`src/rtl/avalon_arb2.sv`:
```
// avalon_arb2 - two-host to one-agent Avalon-MM arbiter.
//
// Lets two requesters (for example a CPU port and a DMA port) share one
// avalon_bram agent. Grants are round-robin. The owning host's transfer is
// forwarded to the agent, and the read response is steered back to that
// owner. A timeout counter guards every read, so a silent agent cannot lock
// the bus.
//
// Ports
//   clk, reset           single clock; synchronous active-high reset
//   h0_* / h1_*          host-side Avalon-MM agent ports
//                        address, read, write, writedata and byteenable are inputs;
//                        waitrequest, readdata, readdatavalid and rd_error are outputs
//   a_*                  agent-side Avalon-MM host port
//                        address, read, write, writedata and byteenable are outputs;
//                        waitrequest, readdata and readdatavalid are inputs
//   hX_rd_error          pulses together with hX_readdatavalid when a read timed out

module avalon_arb2 #(
  parameter int ADDR_W = 32,
  parameter int DATA_W = 32,
  parameter int TIMEOUT = 16,
  parameter logic [DATA_W-1:0] ERR_WORD = 32'hDEAD_BEEF
) (
  input  logic                clk,
  input  logic                reset,

  input  logic [ADDR_W-1:0]   h0_address,
  input  logic                h0_read,
  input  logic                h0_write,
  input  logic [DATA_W-1:0]   h0_writedata,
  input  logic [DATA_W/8-1:0] h0_byteenable,
  output logic                h0_waitrequest,
  output logic [DATA_W-1:0]   h0_readdata,
  output logic                h0_readdatavalid,
  output logic                h0_rd_error,

  input  logic [ADDR_W-1:0]   h1_address,
  input  logic                h1_read,
  input  logic                h1_write,
  input  logic [DATA_W-1:0]   h1_writedata,
  input  logic [DATA_W/8-1:0] h1_byteenable,
  output logic                h1_waitrequest,
  output logic [DATA_W-1:0]   h1_readdata,
  output logic                h1_readdatavalid,
  output logic                h1_rd_error,

  output logic [ADDR_W-1:0]   a_address,
  output logic                a_read,
  output logic                a_write,
  output logic [DATA_W-1:0]   a_writedata,
  output logic [DATA_W/8-1:0] a_byteenable,
  input  logic                a_waitrequest,
  input  logic [DATA_W-1:0]   a_readdata,
  input  logic                a_readdatavalid
);

  localparam int CNT_W = $clog2(TIMEOUT) + 1;

  typedef enum logic [1:0] {IDLE, XFER, RD_WAIT} state_t;

  state_t           state;
  logic             owner;
  logic             last;
  logic [CNT_W-1:0] tmo_cnt;

  logic req0, req1, grant;
  logic own_read, own_write, own_req;
  logic tmo_hit;
  logic             rsp_valid;
  logic             rsp_err;
  logic [DATA_W-1:0] rsp_data;

  assign req0 = h0_read | h0_write;
  assign req1 = h1_read | h1_write;

  // On a tie, the host that did not win last time gets the grant.
  // A lone requester wins outright.
  assign grant = (req0 && req1) ? ~last : req1;

  assign own_read  = owner ? h1_read  : h0_read;
  assign own_write = owner ? h1_write : h0_write;
  assign own_req   = own_read | own_write;
  assign tmo_hit   = (tmo_cnt == CNT_W'(TIMEOUT - 1));

  // Agent-side mux and host-side response steering.
  // Everything defaults to the idle values, so only XFER drives the agent.
  // Only RD_WAIT can produce a response, and it goes to the owner alone.
  always_comb begin
    a_address        = '0;
    a_read           = 1'b0;
    a_write          = 1'b0;
    a_writedata      = '0;
    a_byteenable     = '0;
    h0_waitrequest   = 1'b1;
    h1_waitrequest   = 1'b1;
    rsp_valid        = 1'b0;
    rsp_err          = 1'b0;
    rsp_data         = '0;
    h0_readdatavalid = 1'b0;
    h0_readdata      = '0;
    h0_rd_error      = 1'b0;
    h1_readdatavalid = 1'b0;
    h1_readdata      = '0;
    h1_rd_error      = 1'b0;

    case (state)
      XFER: begin
        a_address    = owner ? h1_address    : h0_address;
        a_read       = own_read;
        a_write      = own_write;
        a_writedata  = owner ? h1_writedata  : h0_writedata;
        a_byteenable = owner ? h1_byteenable : h0_byteenable;
        if (owner) h1_waitrequest = a_waitrequest;
        else       h0_waitrequest = a_waitrequest;
      end
      RD_WAIT: begin
        // A real agent response takes priority over a timeout in the same cycle.
        if (a_readdatavalid) begin
          rsp_valid = 1'b1;
          rsp_data  = a_readdata;
        end else if (tmo_hit) begin
          rsp_valid = 1'b1;
          rsp_err   = 1'b1;
          rsp_data  = ERR_WORD;
        end
      end
      default: ;
    endcase

    if (owner) begin
      h1_readdatavalid = rsp_valid;
      h1_readdata      = rsp_data;
      h1_rd_error      = rsp_err;
    end else begin
      h0_readdatavalid = rsp_valid;
      h0_readdata      = rsp_data;
      h0_rd_error      = rsp_err;
    end
  end

  // Arbitration FSM.
  // tmo_cnt is zero outside RD_WAIT. It stops at TIMEOUT-1 because the FSM
  // always leaves RD_WAIT on that cycle, so the counter never wraps.
  always_ff @(posedge clk) begin
    if (reset) begin
      state   <= IDLE;
      owner   <= 1'b0;
      last    <= 1'b1;
      tmo_cnt <= '0;
    end else begin
      case (state)
        IDLE: begin
          tmo_cnt <= '0;
          if (req0 || req1) begin
            owner <= grant;
            last  <= grant;
            state <= XFER;
          end
        end
        XFER: begin
          tmo_cnt <= '0;
          if (!own_req) state <= IDLE;
          else if (!a_waitrequest) state <= own_read ? RD_WAIT : IDLE;
        end
        RD_WAIT: begin
          if (a_readdatavalid || tmo_hit) begin
            state   <= IDLE;
            tmo_cnt <= '0;
          end else begin
            tmo_cnt <= tmo_cnt + 1'b1;
          end
        end
        default: begin
          state   <= IDLE;
          tmo_cnt <= '0;
        end
      endcase
    end
  end

endmodule

```
`config.mk`:
```
export PLATFORM = sky130hd
export DESIGN_NAME = avalon_arb2
export DESIGN_NICKNAME = d
export VERILOG_FILES = /design/src/rtl/avalon_arb2.sv
export SDC_FILE = /design/constraint.sdc
export NUM_CORES = 1
export LEC_CHECK = 0
export CORE_AREA = 5 5 119 121
export DETAILED_ROUTE_END_ITERATION = 8
export DIE_AREA = 0 0 124 126
export MAX_ROUTING_LAYER = met4
export PLACE_DENSITY = 0.67
export RECOVER_POWER = 25
export SETUP_SLACK_MARGIN = 0.05
export SLEW_MARGIN = 20
export SYNTH_ARGS = -nofsm -noshare
export SYNTH_HDL_FRONTEND = slang
export SYNTH_SLANG_ARGS = --single-unit
```
`constraint.sdc`:
```
create_clock -name clk -period 2.1 [get_ports clk]
set_clock_uncertainty 0.05 [all_clocks]
set_input_delay 0.21 -clock clk [delete_from_list [all_inputs] [get_ports clk]]
set_output_delay 0.21 -clock clk [all_outputs]
set_load 0.02 [all_outputs]
```
Word-level counts from Yosys, hierarchy flattened
Cells that the tools add are included.
Widths: inputs -> output; s select.
{ "word_totals": {"regBits": 9, "in_bits": 176, "out_inout_bits": 140, "elab_cells": 58} }
{ "op_classes": {"n_addsub": 1, "n_eq_ne": 6, "muxes": 35, "bitwise_logic": 5, "reduce_logical": 7} }
{ "ops": {"columns": ["cell", "n"], "rows": [
  ["$mux 32", 9],
  ["$mux 1", 18],
  ["$mux 2", 5],
  ["$mux 4", 2],
  ["$pmux 2 s3", 1],
  ["$add 5x1->5 const B", 1],
  ["$eq 5x4->1 const B", 1],
  ["$ne 2x2->1 const B", 2],
  ["$ne 3x3->1 const B", 1],
  ["$or 1x1->1", 3],
  ["$reduce_and 3->1", 1],
  ["$reduce_or 3->1", 1],
  ["$eq 2x1->1 const B", 1],
  ["$eq 2x2->1 const B", 1],
  ["$logic_not 2->1", 1],
  ["$logic_or 1x1->1", 2],
  ["$not 1->1", 2],
  ["$reduce_and 2->1", 1],
  ["$logic_and 1x1->1", 1]
]} }

Longest topological paths before layout
Gate-level depths: netlist of the first run.
{ "depth": {"ltp_word": 5, "ltp_mapped": 8, "depth_no_buf": 6} }

Worst setup path after synthesis of the first run
Ideal clock, no wire load.
{ "synth_path": {"path_type": "register to output", "startpoint": "register tmo_cnt[0]", "endpoint": "output port h1_readdata[18]", "t_arrival_ns": 1.670, "t_required_ns": 1.840, "path_slack_ns": 0.170, "path_stages_with_launch": 9, "path_buffers": 2, "cell_sequence": "dfxtp_1 > ha_1 > and3_1 > ha_1 > nor2_1 > or3_1 > buf_6 > buf_6 > nor2_2"} }
{ "synth_between": {"elab_chain_len": 5} }
{ "synth_lines": {"columns": ["element", "line", "rtl"], "rows": [
  ["from (decl)", "65", "logic [CNT_W-1:0] tmo_cnt;"],
  ["from (signal assigned)", "171", "tmo_cnt <= tmo_cnt + 1'b1;"],
  ["$eq 5x4->1", "84", "assign tmo_hit = (tmo_cnt == CNT_W'(TIMEOUT - 1));"],
  ["$mux 32", "122", "end else if (tmo_hit) begin"],
  ["$mux 32", "119", "if (a_readdatavalid) begin"],
  ["$mux 32", "107", "case (state)"],
  ["$mux 32", "131", "if (owner) begin"],
  ["to (decl)", "44", "output logic [DATA_W-1:0] h1_readdata,"]
]} }
No other way between the ends.

Worst setup path after layout of the first run
{ "layout_path": {"startpoint": "register tmo_cnt[1]", "endpoint": "output port h1_readdata[13]"} }
Same word-level chain as after synthesis.

==> results of run 1 <==
-- worst min-delay path by stage --
stage | startpoint | endpoint | cells after the start
2_1_floorplan | reset | owner | 1
3_3_place_gp | last | last | 1
3_5_place_dp | last | last | 1
4_1_cts | last | last | 1
5_1_grt | last | last | 1
6_report | last | last | 1
-- kinds of logic after synthesis --
| kind of cell | after synthesis | synth area share (%) |
|---|---|---|
| simple gates | 190 | 44.4 |
| buf+inv | 31 | 9.31 |
| xor+xnor | 2 | 0.825 |
| fa+ha+maj | 2 | 1.18 |
| flops | 9 | 8.48 |
| compound gates | 9 | 2.83 |
| mux | 70 | 33.0 |
-- cell type report --
class	instances	share of cell area (%)
clock buffers	4	1.26
inverters	5	0.340
multi-input cells	273	32.8
flip-flops and latches	9	2.98
well taps	176	3.52
repair buffers	358	59.1
-- flip-flops by register name (all words and copies together) (netlist names) --
register,flops
tmo_cnt,5
last,1
owner,1
state,2
-- repair_timing --
action                                  in CTS  in global routing
resized for setup                          464                 12
pin swaps                                   15                 13
endpoints found under the setup margin     137                 68
gates cloned                                 7                  0
buffers inserted                            14                  3
-- routing by layer --
layer	up-vias	GRT usage [%]
met5	-	-
met4	0	4.38
met3	16	5.29
met2	214	34.3
met1	1602	19.1
li1	1692	-
-- synth_stat cells, types with 2 or more instances --
cell type	n	share of area, %
dfxtp_1	9	8.5
buf_12	2	1.9
mux2i_1	70	33
nand2_1	3	0.53
buf_6	4	2.1
clkbuf_1	8	1.4
o21ai_0	2	0.47
nand2b_1	2	0.59
or3_1	3	0.88
nor2b_1	24	7.1
and2_1	16	4.7
buf_2	6	1.4
nor2_2	38	11
a21oi_1	2	0.47
nand3_1	2	0.47
buf_4	3	1.1
ha_1	2	1.2
buf_1	3	0.53
inv_1	3	0.53
nor2_1	97	17
inv_2	2	0.35
-- critical path, cell delays in order (launching register included) --
cell	delay (ps)
dfxtp_2	340
ha_4	140
and3_4	180
ha_4	130
nor2_2	40
or3_4	420
buf_12	180
buf_12	130
nor2_4	100
buf_6	130
-- power by group --
part | internal [mW] | total, mW | switching (mW) | leakage, nW
logic | 0.611 | 1.16 | 0.548 | 2.65
registers | 0.179 | 0.189 | 0.00954 | 0.0751
clock network | 0.253 | 0.330 | 0.0771 | 0.0382
total | 1.04 | 1.68 | 0.634 | 2.76
-- per-stage QoR --
stage | setup TNS [ps] | total power, mW | cell area, um2 | setup slack (ps)
floorplan | 0 | 0.697 | 2120 | 170
global placement | -16870 | 1.37 | 5540 | -327
detailed placement | -18220 | 1.38 | 5540 | -356
CTS | -3860 | 1.70 | 6250 | -172
global route | -10800 | 1.77 | 6260 | -232
finish | -4480 | 1.68 | 6260 | -174
==> impl_metrics.csv, run 1 <==
group,metric,value,unit
layout,multi_input_area,2050,um2
worst_setup_path,start_kind,"register",
worst_setup_path,endpoint,"h1_readdata[13]",
global_route,grt_pass1_wl,22000,um
layout,final_common_cell,"clkdlybuf4s50_1",
routing,top_layer,"met4",
routing,vias,3524,
floorplanning,row_count,42,
worst_setup_path,crit_type,"reg2out",
run,maxCapViolations,0,
worst_setup_path,ff2ff_setup_slack,490,ps
placement,gp_congestion,0.828,
timing,setup_viol,80,
timing,fmax,0.440,GHz
routing,wl_met3,1590,um
floorplanning,start_util,16.4,%
layout,fin_nets,828,
clock_tree,root_buffer,"clkbuf_16",
clock_tree,clk_pin_slew_worst_paths,40,ps
layout,final_cells,825,
routing,met2WireLength,7870,um
clock_tree,cts_buffers,3,
floorplanning,core-area,13000,um2
layout,finish.utilization,48.3,%
layout,most-common-layout-cells,"clkdlybuf4s50_1, nor2_1, dlygate4sd2_1, mux2i_1, buf_6",
routing,drc,0,
placement,dpl.hpwl,11300,um
synthesis,synth_edf_count,0,
power_and_ir_drop,p_per_area,268,nW/um2
worst_setup_path,cp_max_fo,5,
clock_tree,cts_buffer_depth,2,
clock_tree,worstSkewPairLatency,230,ps
synthesis,synth_flop_cell,"dfxtp_1",
global_route,grt_pass1_vias,3980,
timing,fin_ws,-174,ps
worst_setup_path,reg2reg_depth,4,
layout,seq_area,186,um2
clock_tree,cts_tree,"built",
synthesis,synth_cell_types,33,
placement,dpl.cell_count,798,
synthesis,syn_area,2120,um2
timing,period_share,108,%
routing,firstDrtPassIters,4,
synthesis,synthCells,313,
global_route,antenna_found_initial,0,
synthesis,yosys_register_bits,9,
timing,period_needed,2270,ps
synthesis,synthArstFlopShare,0,%
timing,tightest_slew,675,ps
outcome,outcome,"finished with violations",
clock_tree,hold_buffers,0,
synthesis,yosys_warnings,0,
clock_tree,ctsHtreeMaxLevel,1,
layout,layout-drive-gt1-share,24.3,%
worst_setup_path,worst_setup_path_end_kind,"output port",
timing,max_slew_margin,55.0,%
timing,hold_ws,456,ps
floorplanning,die_area,15600,um2
worst_setup_path,setup.worst_path.start,"tmo_cnt[1]",
global_route,overflow,0,
routing,drtIter0Drc,67,
routing,viasPerCell,4.27,
outcome,violations,"setup timing",
synthesis,synth_nets,491,
global_route,grtUsageTotal,18.5,%
worst_hold_path,hold_class,"reg2reg",
floorplanning,io_pins,316,
routing,wire_per_inst,18.2,um
synthesis,synth.yosys.seq_area_share,8.48,%
worst_setup_path,reg2reg_to,"state[0]",
power_and_ir_drop,p_leak,2.76,nW
worst_setup_path,cp.required,1840,ps
worst_setup_path,crit_arrival,2010,ps
layout,diodes,0,
routing,antenna_left,0,
clock_tree,cts_sinks,9,
synthesis,avgSynthCellArea,6.79,um2
timing,rsz0062_at_grt,"yes",
routing,drt_wl_total,15000,um
routing,drt-met1-wl,5350,um
timing,drv_slew,0,
floorplanning,die_w,124,um
global_route,grt_max_degree,59,
worst_setup_path,reg2reg_from,"owner",
placement,io_buffers,315,
layout,nFillCells,1255,
power_and_ir_drop,peakVddDrop,186,uV
timing,hold_viol_final,0,
floorplanning,die_h,126,um
layout,area_growth,195,%
No activity file was read; power rests on OpenSTA's default activity.
==> run 2: changes to the inputs <==
--- a/config.mk
+++ b/config.mk
@@ -5,11 +5,11 @@
 export SDC_FILE = /design/constraint.sdc
 export NUM_CORES = 1
 export LEC_CHECK = 0
-export CORE_AREA = 5 5 119 121
+export CORE_AREA = 2 2 123 125
 export DETAILED_ROUTE_END_ITERATION = 8
-export DIE_AREA = 0 0 124 126
+export DIE_AREA = 0 0 125 127
 export MAX_ROUTING_LAYER = met4
-export PLACE_DENSITY = 0.67
+export PLACE_DENSITY = 0.61
 export RECOVER_POWER = 25
 export SETUP_SLACK_MARGIN = 0.05
 export SLEW_MARGIN = 20
==> impl_metrics.csv, run 2 (synthesis results as in run 1) <==
group,metric,value,unit
clock_tree,cts_buffer_depth,2,
global_route,grt_pass1_wl,18100,um
power_and_ir_drop,finalPower,1.66,mW
timing,drv_slew,0,
global_route,overflow,0,
clock_tree,cts_tree,"built",
global_route,grt_max_degree,76,
layout,most-common-layout-cells,"clkdlybuf4s50_1, nor2_1, mux2i_1, dlygate4sd2_1, buf_6",
routing,firstDrtPassIters,4,
global_route,grtUsageTotal,14.8,%
layout,area_growth,179,%
clock_tree,hold_buffers,0,
timing,period_needed,2200,ps
worst_setup_path,start_kind,"register",
routing,antenna_left,0,
global_route,grt_pass1_vias,3409,
clock_tree,ctsHtreeMaxLevel,1,
routing,drc,0,
worst_setup_path,worst_setup_path_end_kind,"output port",
outcome,violations,"setup timing",
power_and_ir_drop,switchingPower,0.625,mW
run,maxCapViolations,0,
layout,largest-register,"tmo_cnt",
worst_setup_path,cp.required,1840,ps
power_and_ir_drop,peakVddDrop,172,uV
timing,fmax,0.455,GHz
worst_setup_path,cpPeakStageDelay,450,ps
clock_tree,worstSkewPairLatency,240,ps
power_and_ir_drop,sequentialPowerShare,11.4,%
timing,hold_ws,458,ps
layout,fin_nets,809,
clock_tree,clk_pin_slew_worst_paths,40,ps
clock_tree,cts_sinks,9,
power_and_ir_drop,power_frac_comb,68.4,%
worst_setup_path,crit_type,"reg2out",
floorplanning,die_area,15900,um2
power_and_ir_drop,power.internal,1.03,mW
layout,layout-drive-gt1-share,24.0,%
layout,largest_reg_flops,5,
timing,rsz0062_at_grt,"yes",
worst_hold_path,hold_class,"reg2reg",
outcome,outcome,"finished with violations",
placement,dpl.hpwl,10100,um
timing,fin_tns_setup,-2440,ps
layout,finalInstanceArea,5930,um2
floorplanning,die_w,125,um
routing,vias,3381,
clock_tree,root_buffer,"clkbuf_16",
routing,drt_wl_total,13400,um
power_and_ir_drop,clkPwrFrac,20.2,%
placement,io_buffers,315,
floorplanning,core-area,14400,um2
routing,viasPerCell,4.15,
placement,gp_congestion,0.894,
power_and_ir_drop,switching_share,37.7,%
layout,top_regs,"tmo_cnt (5), state (2)",
clock_tree,cts_buffers,3,
routing,wire_per_inst,16.5,um
worst_setup_path,slowest_stage,"or3_4",
layout,final_common_cell,"clkdlybuf4s50_1",
floorplanning,row_count,44,
worst_setup_path,cp_max_fo,6,
floorplanning,start_util,14.7,%
worst_setup_path,path_buf_inv,2,
timing,tightest_slew,465,ps
timing,max_slew_margin,69.0,%
worst_setup_path,crit_arrival,1940,ps
timing,period_share,105,%
routing,drtIter0Drc,71,
layout,finish.utilization,41.1,%
worst_setup_path,crit_chain,"ha_4 > and3_4 > ha_4 > nor2_2 > or3_4 > buf_16 > nor2_2 > buf_4",
timing,setup_viol,47,
floorplanning,die_h,127,um
layout,nFillCells,1461,
timing,fin_ws,-99.0,ps
power_and_ir_drop,p_per_area,280,nW/um2
placement,postPlaceCellArea,5530,um2
timing,hold_viol_final,0,
global_route,antenna_found_initial,0,
floorplanning,io_pins,316,
power_and_ir_drop,p_leak,2.55,nW
worst_setup_path,cpLargestDelayFamily,"simple AND/OR/NAND/NOR gates",
layout,diodes,0,
[run 2: cell types whose count changed in the layout (fill, tap and decap cells not counted), sizes merged]
cell           delta
clkdlybuf4s50     +1
dlymetal6s2s      +1
clkbuf           +15
dlygate4sd2      -19
dlygate4sd3       -1
buf              -23
clkdlybuf4s15     +7
[run 2: metrics by stage]
stage,setup WS [ps],cells
final,-99.0,814
after global routing,-160,814
after CTS,-142,809
after detailed placement,-334,803
after global placement,-302,803
after floorplan,170,313
[run 2: path summary, 6_finish.rpt]
kind	start	to	slack, ps	cells after the start
min	last	last	460	1
min reg2reg	last	last	460	1
max reg2reg	tmo_cnt[0]	tmo_cnt[2]	550	7
max	tmo_cnt[0]	h1_readdata[31]	-100	8
[run 2: final cells by class]
type	instances	area, um2	area share (%)
Clock buffer	4	78.8	1.33
Multi-Input combinational cell	273	1990	33.6
Inverter	5	18.8	0.317
Tap cell	184	230	3.89
Sequential cell	9	186	3.15
Timing Repair Buffer	339	3420	57.7
[run 2: worst register-to-register path, cell delays in order (launching register included)]
cell	delay, ps
dfxtp_2	330
ha_4	150
and3_4	180
ha_4	150
nor2_2	130
buf_4	130
nand3_1	200
nor2_1	170
[run 2: routing by layer]
metal  share of wire, %  vias to the layer above  GRT usage, %
li1                   -                     1650             -
met1                 37                     1504          16.0
met2                 53                      216          27.8
met3                8.1                       11          2.81
met4                1.6                        0          3.53
met5                  0                        -             -
[run 2: what timing repair did]
action	CTS	global route
cloned	2	4
setup endpoints to repair	136	75
buffers inserted	0	1
pin swaps	1	14
gates resized for setup	366	106
[run 2: power by group through the flow]
stage	sequential, mW	clock (mW)	combinational [mW]
after detailed placement	0.188	0	1.18
final	0.189	0.335	1.14
after CTS	0.186	0.342	1.11
after global placement	0.188	0	1.18
after floorplan	0.185	0	0.512
after global routing	0.190	0.353	1.21
